**config.mk**
```make
export PLATFORM = sky130hd
export DESIGN_NAME = cla_nibble_sequencer
export DESIGN_NICKNAME = d
export VERILOG_FILES = /design/src/rtl/cla_nibble_sequencer.sv
export SDC_FILE = /design/constraint.sdc
export NUM_CORES = 1
export LEC_CHECK = 0
export ABC_AREA = 1
export BUFFER_PORTS_ARGS = -buffer_cell sky130_fd_sc_hd__buf_2
export CELL_PAD_IN_SITES_DETAIL_PLACEMENT = 1
export CELL_PAD_IN_SITES_GLOBAL_PLACEMENT = 2
export CORE_UTILIZATION = 33
export CTS_BUF_LIST = sky130_fd_sc_hd__clkbuf_4
export CTS_CLUSTER_SIZE = 24
export DETAILED_ROUTE_END_ITERATION = 8
export PLACE_DENSITY = 0.88
export SYNTH_ARGS = -nofsm -noshare
export SYNTH_HDL_FRONTEND = slang
export SYNTH_SLANG_ARGS = --single-unit
```
**constraint.sdc**
```tcl
create_clock -name clk -period 5.7 [get_ports clk]
set_input_delay 0.855 -clock clk [delete_from_list [all_inputs] [get_ports clk]]
set_output_delay 0.855 -clock clk [all_outputs]
set_load 0.01 [all_outputs]
```
**src/rtl/cla_nibble_sequencer.sv**
```systemverilog
// cla_nibble_sequencer
//   Multi-cycle WIDTH-bit adder built around a single 4-bit carry-lookahead
//   slice. One operand pair is latched per transaction and then fed through
//   the slice one nibble per cycle, LSB first. The inter-nibble carry is held
//   in a register. The assembled result is presented with a valid/ready
//   handshake.
//
//   Optional feature, selected at compile time with macro CLA_SEQ_SUB_EN:
//     defined   -> extra input port "sub"; sub=1 computes a-b
//                  (b inverted, carry-in forced to 1, cin ignored).
//     undefined -> plain a+b+cin, no "sub" port.
module cla_nibble_sequencer #(
  parameter int WIDTH = 32
) (
  input  logic             clk,
  input  logic             reset,
  input  logic             in_valid,
  output logic             in_ready,
  input  logic [WIDTH-1:0] a,
  input  logic [WIDTH-1:0] b,
  input  logic             cin,
`ifdef CLA_SEQ_SUB_EN
  input  logic             sub,
`endif
  output logic             out_valid,
  input  logic             out_ready,
  output logic [WIDTH-1:0] sum,
  output logic             cout,
  output logic             ovf
);

  localparam int NIB   = WIDTH / 4;
  localparam int IDX_W = (NIB > 1) ? $clog2(NIB) : 1;
  localparam logic [IDX_W-1:0] LAST_IDX = IDX_W'(NIB - 1);

  // Reject widths the nibble datapath cannot handle at elaboration time.
  if ((WIDTH % 4) != 0 || WIDTH < 8) begin : g_width_check
    $error("cla_nibble_sequencer: WIDTH must be a multiple of 4 and >= 8");
  end

  typedef enum logic [1:0] {
    S_IDLE = 2'd0,
    S_RUN  = 2'd1,
    S_DONE = 2'd2
  } state_t;

  state_t r_state;
  state_t w_state_nxt;

  logic [WIDTH-1:0] r_a;
  logic [WIDTH-1:0] r_b;      // already the effective (possibly inverted) operand
  logic             r_carry;
  logic [IDX_W-1:0] r_idx;
  logic [WIDTH-1:0] r_sum;
  logic             r_cout;
  logic             r_ovf;
  logic             r_out_valid;

  logic             w_accept;
  logic             w_last;
  logic [WIDTH-1:0] w_b_eff;
  logic             w_cin_eff;
  logic [3:0]       w_a_nib;
  logic [3:0]       w_b_nib;
  logic [4:0]       w_nib_res;
  logic             w_ovf;

  // 4-bit carry-lookahead adder: generate/propagate per bit and fully
  // expanded carries, so every carry depends only on g, p and c0.
  // Returns {carry_out, sum[3:0]}.
  function automatic logic [4:0] cla4(input logic [3:0] x,
                                      input logic [3:0] y,
                                      input logic       c0);
    logic [3:0] g;
    logic [3:0] p;
    logic [4:0] c;
    g    = x & y;
    p    = x ^ y;
    c[0] = c0;
    c[1] = g[0] | (p[0] & c0);
    c[2] = g[1] | (p[1] & g[0]) | (p[1] & p[0] & c0);
    c[3] = g[2] | (p[2] & g[1]) | (p[2] & p[1] & g[0])
         | (p[2] & p[1] & p[0] & c0);
    c[4] = g[3] | (p[3] & g[2]) | (p[3] & p[2] & g[1])
         | (p[3] & p[2] & p[1] & g[0]) | (p[3] & p[2] & p[1] & p[0] & c0);
    return {c[4], p ^ c[3:0]};
  endfunction

  // Effective second operand and carry-in, captured only on the accept edge.
`ifdef CLA_SEQ_SUB_EN
  assign w_b_eff   = sub ? ~b : b;
  assign w_cin_eff = sub | cin;
`else
  assign w_b_eff   = b;
  assign w_cin_eff = cin;
`endif

  // Current nibble selection and lookahead slice.
  assign w_a_nib   = r_a[{r_idx, 2'b00} +: 4];
  assign w_b_nib   = r_b[{r_idx, 2'b00} +: 4];
  assign w_nib_res = cla4(w_a_nib, w_b_nib, r_carry);
  assign w_last    = (r_idx == LAST_IDX);

  // Signed overflow: operands agree in sign but the result sign differs.
  // On the last nibble the result MSB is bit 3 of the slice output.
  assign w_ovf = (r_a[WIDTH-1] == r_b[WIDTH-1]) && (w_nib_res[3] != r_a[WIDTH-1]);

  // State register.
  always_ff @(posedge clk or posedge reset) begin
    if (reset) begin
      r_state <= S_IDLE;
    end else begin
      r_state <= w_state_nxt;
    end
  end

  // Next-state logic and input handshake; a DONE slot can be refilled in
  // the same cycle the result is taken, so back-to-back runs have no bubble.
  always_comb begin
    w_state_nxt = r_state;
    in_ready    = 1'b0;
    w_accept    = 1'b0;
    case (r_state)
      S_IDLE: begin
        in_ready = 1'b1;
        w_accept = in_valid;
        if (in_valid) begin
          w_state_nxt = S_RUN;
        end
      end
      S_RUN: begin
        if (w_last) begin
          w_state_nxt = S_DONE;
        end
      end
      S_DONE: begin
        in_ready = out_ready;
        if (out_ready) begin
          w_accept    = in_valid;
          w_state_nxt = in_valid ? S_RUN : S_IDLE;
        end
      end
      default: begin
        w_state_nxt = S_IDLE;
      end
    endcase
  end

  // Operand capture, nibble-serial accumulation and result/flag registers.
  always_ff @(posedge clk or posedge reset) begin
    if (reset) begin
      r_a         <= '0;
      r_b         <= '0;
      r_carry     <= 1'b0;
      r_idx       <= '0;
      r_sum       <= '0;
      r_cout      <= 1'b0;
      r_ovf       <= 1'b0;
      r_out_valid <= 1'b0;
    end else if (w_accept) begin
      r_a         <= a;
      r_b         <= w_b_eff;
      r_carry     <= w_cin_eff;
      r_idx       <= '0;
      r_out_valid <= 1'b0;
    end else if (r_state == S_RUN) begin
      r_sum[{r_idx, 2'b00} +: 4] <= w_nib_res[3:0];
      r_carry                    <= w_nib_res[4];
      if (w_last) begin
        r_idx       <= '0;
        r_cout      <= w_nib_res[4];
        r_ovf       <= w_ovf;
        r_out_valid <= 1'b1;
      end else begin
        r_idx <= r_idx + IDX_W'(1);
      end
    end else if (r_state == S_DONE && out_ready) begin
      r_out_valid <= 1'b0;
    end
  end

  assign out_valid = r_out_valid;
  assign sum       = r_sum;
  assign cout      = r_cout;
  assign ovf       = r_ovf;

endmodule

```
======== After elaboration in Yosys (flattened, before gate mapping) ========
Index checks and enable logic that the tools add are counted.
word-level totals
  output and inout port bits .............. 36
  logic and storage cells ................. 81
  register bits ........................... 105
  input port bits ......................... 69
cells by class
  mux-type cells .......................... 18
  add/sub/neg operators ................... 2
  reduce and logical (&&, ||, !) cells .... 9
  shift-type cells ........................ 4
  equal/unequal tests ..................... 9
  bitwise gates (word level) .............. 30
operator list
  kind                                                                    count
  32-bit by 6-bit indexed part select with 4-bit output                   2
  32-bit bitwise mux                                                      1
  4-bit by 7-bit variable shift with 32-bit output, first input constant  1
  4-bit by 7-bit indexed part select with 32-bit output                   1
  1-bit AND                                                               16
  1-bit bitwise OR                                                        10
  3-bit 2-to-1 mux                                                        3
  1-bit 2-to-1 mux                                                        8
  4-bit bitwise XOR                                                       2
  5-bit negator with 7-bit output                                         1
  2-bit 2-to-1 mux                                                        3
  2-bit inequality test, second input constant                            3
  2-bit case mux with 3 select lines                                      1
  3-bit AND reduction                                                     2
  4-bit AND                                                               1
  1-bit case mux with 2 select lines                                      2
  2-bit AND reduction                                                     2
  3-bit by 1-bit adder with 3-bit output, second input constant           1
  3-bit == test, second input constant                                    1
  3-bit inequality test, second input constant                            1
  3-bit nonzero test                                                      1
  2-bit by 1-bit == test with 1-bit output, second input constant         1
  2-bit == test, second input constant                                    1
  1-bit logical AND                                                       2
  5 further kinds                                                         5

======== Longest topological paths before layout ========
Gate-level depths: netlist of the first run.
  word-level depth ........................ 9
  gate-level depth with buffers ........... 17
  depth with buffers taken out ............ 17

======== Worst setup path before layout of the first run ========
Ideal clock, no wire load.
  kind .................................... register -> register
  start ................................... register r_idx[0]
  end ..................................... register r_sum[14] (netlist: sum[14])
  data required time ...................... 5.617 ns
  slack ................................... 3.423 ns
  data arrival time ....................... 2.194 ns
  period minus slack after synthesis ...... 2.277 ns
  buffers on the path ..................... 2
  library setup time ...................... 0.083 ns
  stages on the path, launching flop included .. 13
  path through ............................ dfrtp_1 buf_4 clkbuf_1 o21ai_0 a31oi_1 ha_1 nand3_1 nand3_1 nand2_1 nand3_1 nor2_1 nand2_1 o21ai_0
between the ends
  cells in the longest elaborated chain, start to end .. 9
  elaborated cells between the ends (all ways) .. 24
  those cells by class .................... add/sub: 1; shift: 4; mux: 1; bitwise: 18
RTL lines
  what                                                                      line     text
  start: declaration                                                        53       logic [IDX_W-1:0] r_idx;
  start signal: assignment                                                  175      r_idx <= r_idx + IDX_W'(1);
  32-bit by 6-bit indexed part select with 4-bit output (on tied branches)  99, 100
  4-bit bitwise XOR or 4-bit AND (tied branches)                            78, 77
  1-bit AND (on tied branches)                                              82, 83
  1-bit bitwise OR (tied with other cells)                                  82       c[3] = g[2] | (p[2] & g[1]) | (p[2] & p[1] & g[0])
  1-bit bitwise OR or 1-bit AND (tied branches)                             82, 83
  1-bit bitwise OR                                                          83       | (p[2] & p[1] & p[0] & c0);
  4-bit bitwise XOR                                                         86       return {c[4], p ^ c[3:0]};
  4-bit by 7-bit indexed part select with 32-bit output                     167      r_sum[{r_idx, 2'b00} +: 4] <= w_nib_res[3:0];
  32-bit bitwise mux *                                                      167
  end signal: indexed assignment                                            167
  end: declaration                                                          54       logic [WIDTH-1:0] r_sum;
Mark *: on every way between the ends. The rest lies on a longest branch, timed or not.
A chain may end at the register's enable or synchronous reset.

======== Worst setup path after layout of the first run ========
  start ................................... register r_idx[1]
  end ..................................... register r_sum[14] (netlist: sum[14])
The elaborated chain is that of the path after synthesis.

==> results of run 1 <==
==> kinds of logic (layout without fill, tap and decap cells) <==
kind of cell,after synthesis,after routing,share of synthesized area (%)
simple gates,333,333,27.8
buf+inv,70,167,5.93
flops,105,105,52.1
compound gates,100,100,10.6
xor+xnor,1,1,0.174
fa+ha+maj,13,13,3.38
==> area by class of cell <==
type	count	area share (%)
inverters	44	3.07
well taps	184	3.95
clock buffers	12	1.55
flip-flops and latches	105	45.1
clock inverters	4	0.752
multi-input cells	447	36.3
repair buffers	107	9.32
==> worst paths after layout <==
path / endpoint / slack, ps / from / depth (start not counted)
min: r_b[29] / 450 / reset / 2
min reg2reg: r_a[3] / 500 / r_a[3] / 2
max in group asynchronous: r_b[6] / 4040 / reset / 3
min in group clk: r_a[3] / 500 / r_a[3] / 2
max: sum[14] / 2190 / r_idx[1] / 12
max reg2reg: sum[14] / 2190 / r_idx[1] / 12
==> critical path, stage by stage, from the launching register on <==
cell and delay (ps):
sky130_fd_sc_hd__dfrtp_1 930, sky130_fd_sc_hd__inv_1 530, sky130_fd_sc_hd__a21oi_1 230, sky130_fd_sc_hd__o21ai_0 110
sky130_fd_sc_hd__a31oi_1 430, sky130_fd_sc_hd__ha_1 330, sky130_fd_sc_hd__nand3_1 110, sky130_fd_sc_hd__nand3_1 70
sky130_fd_sc_hd__nand2_1 80, sky130_fd_sc_hd__nand3_1 110, sky130_fd_sc_hd__nor2_1 200, sky130_fd_sc_hd__nand2_1 110
sky130_fd_sc_hd__o21ai_0 160
==> routing by layer <==
| layer | vias to the layer above | part of all wire (%) | track usage (%) |
|---|---|---|---|
| met3 | 6 | 2.7 | 3.55 |
| met2 | 67 | 48 | 31.0 |
| li1 | 2157 | - | - |
| met1 | 2107 | 48 | 24.3 |
| met4 | 0 | 0.58 | 4.30 |
| met5 | - | 0 | 0 |
==> flip-flops by register name, indices dropped and copies added, names as in the netlist <==
name,flops
sum,32
out_valid,1
r_a,32
r_idx,3
ovf,1
r_state,2
r_b,32
cout,1
r_carry,1
==> power breakdown <==
part	internal, mW	switching (mW)	total (mW)
clock network	0.147	0.232	0.379
registers	1.06	0.221	1.28
logic	0.657	1.30	1.96
total	1.86	1.75	3.62
==> Yosys cell counts <==
library cell / number
sky130_fd_sc_hd__a21oi_1: 12
sky130_fd_sc_hd__a22oi_1: 1
sky130_fd_sc_hd__a31oi_1: 7
sky130_fd_sc_hd__buf_1: 5
sky130_fd_sc_hd__buf_2: 8
sky130_fd_sc_hd__buf_4: 2
sky130_fd_sc_hd__buf_6: 1
sky130_fd_sc_hd__clkbuf_1: 10
sky130_fd_sc_hd__clkinv_1: 2
sky130_fd_sc_hd__clkinv_2: 1
sky130_fd_sc_hd__clkinv_4: 1
sky130_fd_sc_hd__dfrtp_1: 105
sky130_fd_sc_hd__fa_1: 1
sky130_fd_sc_hd__ha_1: 12
sky130_fd_sc_hd__inv_1: 36
sky130_fd_sc_hd__inv_2: 3
sky130_fd_sc_hd__inv_6: 1
sky130_fd_sc_hd__nand2_1: 261
sky130_fd_sc_hd__nand2_2: 3
sky130_fd_sc_hd__nand3_1: 13
sky130_fd_sc_hd__nand3_2: 4
sky130_fd_sc_hd__nand3_4: 1
sky130_fd_sc_hd__nand4_1: 2
sky130_fd_sc_hd__nand4_2: 4
sky130_fd_sc_hd__nor2_1: 38
sky130_fd_sc_hd__nor2_4: 3
sky130_fd_sc_hd__nor3_1: 1
sky130_fd_sc_hd__nor4_4: 1
sky130_fd_sc_hd__o211ai_1: 5
sky130_fd_sc_hd__o21ai_0: 63
sky130_fd_sc_hd__o21ai_1: 5
sky130_fd_sc_hd__o22ai_1: 7
sky130_fd_sc_hd__or2_0: 1
sky130_fd_sc_hd__or2_4: 1
sky130_fd_sc_hd__xor2_1: 1
==> metrics.cfg, run 1 <==
[placed_design]
dpl.cell_count = 887
dp_worst_setup_slack_ps = 2190
dp_hpwl_mm = 9.90
port-buffer-count = 104
globalplace.congestion = 0.832
post_dp_area_sq_um = 5690

[logic_synthesis]
synth.cell_area_sq_um = 5040
synth.avg_cell_area_sq_um = 8.10
synth.top_cells.by_area = sky130_fd_sc_hd__dfrtp_1, sky130_fd_sc_hd__nand2_1, sky130_fd_sc_hd__o21ai_0
yosys_warnings = 0
post-synth-top-area-cell = sky130_fd_sc_hd__dfrtp_1
synth.net_count = 704
synthesis.instances = 622
ys_seq_area_share_pct = 52.1
yosys.area.top_type_share_pct = 52.1
synth.ff_latch_count = 105
synthDistinctLibCells = 35

[global_routing]
maximum_number_of_pins_on_one_net_before_global_route_repair = 80
antenna_found_initial = 0
grt_overflow_total = 0
first_pass_grt_wire_length_mm = 23.1
grt_pass1_vias = 4655
globalRouteTotalUtil_pct = 18.4

[clock_network]
postCtsSetupBuffers = 0
clk_path_buf_depth = 2
clk_pin_slew_ps = 150
cts_tree = built
holdBufCountCts = 0
cts-root-buf = sky130_fd_sc_hd__clkbuf_4
numClockSinks = 105
post_cts_resized = 0
skew_pair_late_insertion_delay_ps = 450
h_tree_depth = 3
numCtsBuffers = 9

[timing]
maxClockFrequency_mhz = 285
whs_ps = 451
final-setup-viol-count = 0
slew_headroom_pct = 22.6
worst_slew_pin_slew_ps = 1160
final_worst_clock_skew_ps = 26.4
hold_viol_final = 0
number_of_max_slew_violations_in_the_final_report = 0
post-route-period-util_pct = 61.5
unrepaired_setup_endpoints_after_global_routing = no
fin_setup_tns_ps = 0
final_setup_slack_of_the_worst_path_ps = 2190
final_period_minus_worst_setup_slack_ps = 3510

[route]
drt_first_pass_iters = 6
postRouteAntennaNets = 0
remaining_drc_errors = 6
drt_iter0_markers = 176
route.vias.total = 4337
wl_per_cell_microns = 14.8
wl_mm = 13.4
via_per_inst = 4.80

[run]
timing.max_cap.violations = 0

[setup_path]
worstPathRequired_ps = 6060
timing.setup.critical_path_class = flop to flop
critical_path_arrival_ps = 3860
timing.critical_path.fanout_max = 26
critPathLaunchType = flop
kind_of_capture_point_of_the_worst_setup_path = flop

[floorplan]
die_height_microns = 126
floorplan.rows = 44
floorplan.die_area_sq_um = 15800
fp.coreArea_sq_um = 14700
io_pins = 105
die_width_microns = 126
start_util_pct = 34.3

[cells_and_area]
layout.core_utilization_pct = 39.6
flow.area_growth_from_synthesis_pct = 15.6
finalInstanceArea_sq_um = 5830
diodes = 0
finalNetCount = 796
final_layout_size_suffix_gt1_share_pct = 20.3
filler_cell_count = 1845
combined_area_of_the_multi_input_logic_cells_sq_um = 2110
layout.cells.most_common = sky130_fd_sc_hd__nand2_1
non_filler_cells_in_the_finished_layout = 903
most_used_cells_in_the_layout_excluding_fill_and_tap_cells = sky130_fd_sc_hd__nand2_1, sky130_fd_sc_hd__dfrtp_1, sky130_fd_sc_hd__buf_2
area.sequential_sq_um = 2630

[power]
power_density_nw_per_um2 = 621
p_leak_nw = 3.16
irDropWorstVdd_v = 0.000263
post-layout-total-power_mw = 3.62

[outcome]
violations = DRC
result_of_the_run = finished with violations

[worst_hold_path]
hold_class = primary input to asynchronous set/reset pin

Note: power is estimated with default switching activity, not from simulation.
==> run 2, diff against run 1 <==
==> constraint.sdc (replaced) <==
create_clock -name clk -period 3.26 [get_ports clk]
set_input_delay 0.489 -clock clk [delete_from_list [all_inputs] [get_ports clk]]
set_output_delay 0.489 -clock clk [all_outputs]
set_load 0.01 [all_outputs]
==> run 2 against run 1 <==
Against the previous run:
- largest power group unchanged
- first-iteration DRC count up 31%
- design area up 0.84%
- worst setup slack worse by 1700 ps
- core utilization up 0.33 points
- total power up 76%
- register-to-register slack worse by 1700 ps
- the flow still finishes with violations (DRC)
- critical endpoint is now sum[31]
- flip-flop and latch count unchanged
==> metrics.cfg, run 2 (synthesized netlist as in run 1, its figures left out) <==
[cells_and_area]
layout.cells.most_common = sky130_fd_sc_hd__nand2_1
flow.area_growth_from_synthesis_pct = 16.6
finalNetCount = 804
final_layout_size_suffix_gt1_share_pct = 20.9
filler_cell_count = 1809
most_used_cells_in_the_layout_excluding_fill_and_tap_cells = sky130_fd_sc_hd__nand2_1, sky130_fd_sc_hd__dfrtp_1, sky130_fd_sc_hd__buf_2

[timing]
final_worst_clock_skew_ps = 22.9
post-route-period-util_pct = 84.7
final_period_minus_worst_setup_slack_ps = 2760
maxClockFrequency_mhz = 362
final_setup_slack_of_the_worst_path_ps = 500
worst_slew_pin_slew_ps = 837
final-setup-viol-count = 0
hold_viol_final = 0
number_of_max_slew_violations_in_the_final_report = 0
unrepaired_setup_endpoints_after_global_routing = no
slew_headroom_pct = 44.2
fin_setup_tns_ps = 0

[power]
p_leak_nw = 3.18
irDropWorstVdd_v = 0.000427
switchingPower_mw = 3.15
post-layout-total-power_mw = 6.37
p_comb_share_pct = 56.0
cell_internal_pwr_mw = 3.22
power_density_nw_per_um2 = 1080
power.switching_fraction_pct = 49.4
clkPwrFrac_pct = 9.4
sequentialPowerShare_pct = 34.5

[setup_path]
critical_path.n_buffers_inverters = 1
critPathTopFamily = simple AND/OR/NAND/NOR gates
timing.setup.critical_path_class = flop to flop
crit_chain = buf_4 -> o21ai_0 -> o21ai_0 -> a21oi_1 -> a31oi_1 -> ha_1 -> or2_0 -> nand2_1 -> nand2_2 -> nand2_1 -> nand3_2 -> nor2_4 -> nand3_1 -> nand2_1
cp_common_cell = sky130_fd_sc_hd__nand2_1
kind_of_capture_point_of_the_worst_setup_path = flop
reg2reg_from = r_idx[0]
critical_path_arrival_ps = 3190
worstRegToRegCells = 14
worst_path_max_delay_cell = sky130_fd_sc_hd__dfrtp_1
worstPathRequired_ps = 3690
timing.critical_path.fanout_max = 38
r2r_end = sum[31]
timing.reg2reg.setup_slack_ps = 500
critPathLaunchType = flop
critical_path.max_stage_delay_ps = 370

[floorplan]
floorplan.die_area_sq_um = 15800
start_util_pct = 34.3
die_height_microns = 126
die_width_microns = 126
floorplan.rows = 44
io_pins = 105
fp.coreArea_sq_um = 14700

[clock_network]
postCtsSetupBuffers = 0
holdBufCountCts = 0
cts_tree = built
post_cts_resized = 0
clk_path_buf_depth = 2
clk_pin_slew_ps = 160
h_tree_depth = 3
numCtsBuffers = 9
cts-root-buf = sky130_fd_sc_hd__clkbuf_4
skew_pair_late_insertion_delay_ps = 490
numClockSinks = 105

[placed_design]
globalplace.congestion = 0.824
dp_worst_setup_slack_ps = 539
port-buffer-count = 104
dp_hpwl_mm = 10.5

[outcome]
violations = DRC
result_of_the_run = finished with violations

[global_routing]
grt_pass1_vias = 4604
grt_overflow_total = 0
first_pass_grt_wire_length_mm = 23.4
maximum_number_of_pins_on_one_net_before_global_route_repair = 65
antenna_found_initial = 1
globalRouteTotalUtil_pct = 18.9

[route]
postRouteAntennaNets = 0
wl_per_cell_microns = 15.1
detailed_route_wirelength_on_metal2_mm = 6.56
remaining_drc_errors = 5
via_per_inst = 4.79
detailroute.wirelength.met3_microns = 405
drt_iter0_markers = 230
wl_mm = 13.7
highest_signal_layer = met4
met1Wirelength_mm = 6.53
drt_first_pass_iters = 8
route.vias.total = 4366

[worst_hold_path]
hold_class = primary input to asynchronous set/reset pin

[run]
timing.max_cap.violations = 0

[run 2: how the worst max path moves through the flow]
stage	from	to	slack (ps)	cells past startpoint
floorplan	reset	cout	10	1
global route	r_idx[0]	sum[22]	190	14
CTS	r_idx[0]	sum[31]	480	14
finish	r_idx[0]	sum[31]	500	14
detailed placement	r_idx[0]	sum[31]	540	14
global placement	r_idx[0]	sum[23]	670	14
[run 2: power groups by stage]
| stage | logic [mW] | clock network (mW) | registers, mW |
|---|---|---|---|
| global route | 4.08 | 0.672 | 2.27 |
| global placement | 3.45 | 0 | 2.21 |
| detailed placement | 3.60 | 0 | 2.23 |
| finish | 3.57 | 0.601 | 2.20 |
| floorplan | 2.52 | 0 | 2.18 |
| CTS | 3.61 | 0.623 | 2.20 |
[run 2: final cells by class]
| type | instances | area [sq um] | share of cell area, % |
|---|---|---|---|
| Sequential cell | 105 | 2630 | 44.7 |
| Multi-Input combinational cell | 447 | 2110 | 36.0 |
| Timing Repair Buffer | 115 | 616 | 10.5 |
| Tap cell | 184 | 230 | 3.92 |
| Inverter | 44 | 179 | 3.05 |
| Clock buffer | 10 | 75.1 | 1.28 |
| Clock inverter | 5 | 32.5 | 0.554 |
| Antenna cell | 1 | 2.50 | 0.0426 |
[run 2: layer usage]
layer | GRT usage [%] | up-vias
li1 | - | 2182
met1 | 25.1 | 2087
met2 | 31.1 | 77
met3 | 3.42 | 20
met4 | 5.95 | 0
met5 | 0 | -
[run 2: worst reg2reg max path, stage by stage, from the launching register on]
cell and delay (ps):
sky130_fd_sc_hd__dfrtp_1 370, sky130_fd_sc_hd__buf_4 340, sky130_fd_sc_hd__o21ai_0 140, sky130_fd_sc_hd__o21ai_0 190
sky130_fd_sc_hd__a21oi_1 70, sky130_fd_sc_hd__a31oi_1 290, sky130_fd_sc_hd__ha_1 330, sky130_fd_sc_hd__or2_0 230
sky130_fd_sc_hd__nand2_1 120, sky130_fd_sc_hd__nand2_2 80, sky130_fd_sc_hd__nand2_1 80, sky130_fd_sc_hd__nand3_2 130
sky130_fd_sc_hd__nor2_4 150, sky130_fd_sc_hd__nand3_1 90, sky130_fd_sc_hd__nand2_1 90
[run 2: through the flow]
stage / cells / cell area (sq um) / utilization, % / hold WS [ps]
floorplan: 622 / 5040 / - / 444
global placement: 895 / 5770 / 39.2 / 454
detailed placement: 895 / 5770 / 39.2 / 462
CTS: 910 / 5870 / 40.0 / 151
global route: 911 / 5880 / 40.0 / 149
finish: 911 / 5880 / 40.0 / 136
==> run 3, diff against run 2 <==
==> constraint.sdc (replaced) <==
create_clock -name clk -period 2.7 [get_ports clk]
set_input_delay 0.405 -clock clk [delete_from_list [all_inputs] [get_ports clk]]
set_output_delay 0.405 -clock clk [all_outputs]
set_load 0.01 [all_outputs]
==> run 3 against run 2 <==
Against the previous run:
- global-route usage decreased by 0.36 points
- design area increased by 2.3%
- via count decreased by 0.80%
- critical path depth increased by 1
- clock skew decreased by 12 ps
- core utilization increased by 0.92 points
- routed wire length decreased by 1.5%
- critical endpoint is now sum[7]
- register-to-register slack got worse by 350 ps
- total power increased by 27%
- clock-buffer cell count increased by 1
- the flow still finishes with violations (DRC)
==> metrics.cfg, run 3 (synthesized netlist as in run 1, its figures left out) <==
[outcome]
result_of_the_run = finished with violations
violations = DRC

[timing]
fin_setup_tns_ps = 0
hold_viol_final = 0
whs_ps = 58.3
final_worst_clock_skew_ps = 10.6
worst_slew_pin_slew_ps = 575
post-route-period-util_pct = 94.4
final-setup-viol-count = 0
number_of_max_slew_violations_in_the_final_report = 0
maxClockFrequency_mhz = 392
final_period_minus_worst_setup_slack_ps = 2550
slew_headroom_pct = 61.6

[route]
drt_first_pass_iters = 7
wl_mm = 13.5
route.vias.total = 4331
wl_per_cell_microns = 14.8
postRouteAntennaNets = 0
drt_iter0_markers = 185
remaining_drc_errors = 7
via_per_inst = 4.73

[power]
power.switching_fraction_pct = 47.9
switchingPower_mw = 3.86
irDropWorstVdd_v = 0.000523
sequentialPowerShare_pct = 32.8
power_density_nw_per_um2 = 1340
cell_internal_pwr_mw = 4.21
clkPwrFrac_pct = 10.1
p_leak_nw = 3.21
p_comb_share_pct = 57.0

[clock_network]
clk_path_buf_depth = 2
skew_pair_late_insertion_delay_ps = 480
numClockSinks = 105
cts_tree = built
cts-root-buf = sky130_fd_sc_hd__clkbuf_4
clk_pin_slew_ps = 150
numCtsBuffers = 9
holdBufCountCts = 0
h_tree_depth = 3

[cells_and_area]
filler_cell_count = 1825
finalInstanceArea_sq_um = 6010
finalNetCount = 808
area.sequential_sq_um = 2630
layout.cells.most_common = sky130_fd_sc_hd__nand2_1
flow.area_growth_from_synthesis_pct = 19.3
most_used_cells_in_the_layout_excluding_fill_and_tap_cells = sky130_fd_sc_hd__nand2_1, sky130_fd_sc_hd__dfrtp_1, sky130_fd_sc_hd__buf_2
diodes = 0
combined_area_of_the_multi_input_logic_cells_sq_um = 2140
final_layout_size_suffix_gt1_share_pct = 22.8

[floorplan]
start_util_pct = 34.3
floorplan.rows = 44
io_pins = 105
die_width_microns = 126
floorplan.die_area_sq_um = 15800
fp.coreArea_sq_um = 14700
die_height_microns = 126

[setup_path]
critical_path_arrival_ps = 2980
r2r_end = sum[7]
endpoint = sum[7]
worstRegToRegCells = 15
timing.reg2reg.setup_slack_ps = 150
critPathLaunchType = flop
kind_of_capture_point_of_the_worst_setup_path = flop
timing.setup.critical_path_class = flop to flop
worstPathRequired_ps = 3130
setup.worst_path.start = r_idx[0]
reg2reg_from = r_idx[0]
timing.critical_path.fanout_max = 12

[global_routing]
maximum_number_of_pins_on_one_net_before_global_route_repair = 106
globalRouteTotalUtil_pct = 18.5
first_pass_grt_wire_length_mm = 23.1
grt_overflow_total = 0
antenna_found_initial = 0
grt_pass1_vias = 4616

[placed_design]
port-buffer-count = 104
post_dp_area_sq_um = 5800
dp_hpwl_mm = 10.1
globalplace.congestion = 0.826

[run]
timing.max_cap.violations = 0

[worst_hold_path]
hold_class = primary input to asynchronous set/reset pin

==> run 3: critical path: stages, from the launching register on <==
cell	delay, ps
sky130_fd_sc_hd__dfrtp_2	470
sky130_fd_sc_hd__inv_2	100
sky130_fd_sc_hd__buf_6	150
sky130_fd_sc_hd__nand2_1	50
sky130_fd_sc_hd__o21ai_0	80
sky130_fd_sc_hd__a21oi_1	110
sky130_fd_sc_hd__a31oi_1	220
sky130_fd_sc_hd__ha_1	300
sky130_fd_sc_hd__or2_0	250
sky130_fd_sc_hd__nand2_2	110
sky130_fd_sc_hd__nand2_2	70
sky130_fd_sc_hd__nand2_1	80
sky130_fd_sc_hd__nand3_2	130
sky130_fd_sc_hd__nor2_4	190
sky130_fd_sc_hd__nand3_1	90
sky130_fd_sc_hd__nand2_1	80
==> run 3: power by group through the flow <==
stage | combinational (mW) | sequential [mW] | clock (mW)
after floorplan | 3.04 | 2.64 | 0
after global routing | 5.20 | 2.74 | 0.903
after global placement | 4.23 | 2.66 | 0
after CTS | 4.41 | 2.64 | 0.859
final | 4.60 | 2.65 | 0.817
after detailed placement | 4.39 | 2.68 | 0
==> run 3: how the worst min path moves through the flow <==
stage,start,cells after the start,to
floorplan,r_b[10],2,r_b[10]
global placement,out_valid,2,out_valid
detailed placement,out_valid,2,out_valid
CTS,reset,3,r_b[29]
global route,a[25],3,r_a[25]
finish,reset,3,r_b[29]
==> run 3: final cells by class <==
class,count,area share (%)
clock buffer,11,1.37
inverter,44,3.06
clock inverter,5,0.937
tap,184,3.83
timing repair buffer,119,11.5
sequential,105,43.7
multi-input combinational,447,35.6
==> run 3: metal layers <==
layer,up-vias,part of all wire (%),GRT usage (%)
li1,2178,-,-
met4,0,1.4,7.03
met3,15,2.7,2.78
met2,67,47,30.5
met5,-,0,0
met1,2071,49,24.5
==> run 3: timing repair <==
| action | CTS | global route |
|---|---|---|
| setup endpoints to repair | 0 | 25 |
| resized for setup | 0 | 20 |
| buffers inserted | 0 | 3 |
==> run 3: through the flow <==
step / util [%] / cells / worst slack (ps) / total power [mW]
6_report: 40.9 / 915 / 152 / 8.06
5_1_grt: 40.9 / 915 / -51.3 / 8.84
4_1_cts: 40.4 / 912 / 89.1 / 7.91
3_5_place_dp: 39.5 / 896 / 114 / 7.07
3_3_place_gp: 39.5 / 896 / 243 / 6.88
2_1_floorplan: - / 622 / 423 / 5.68
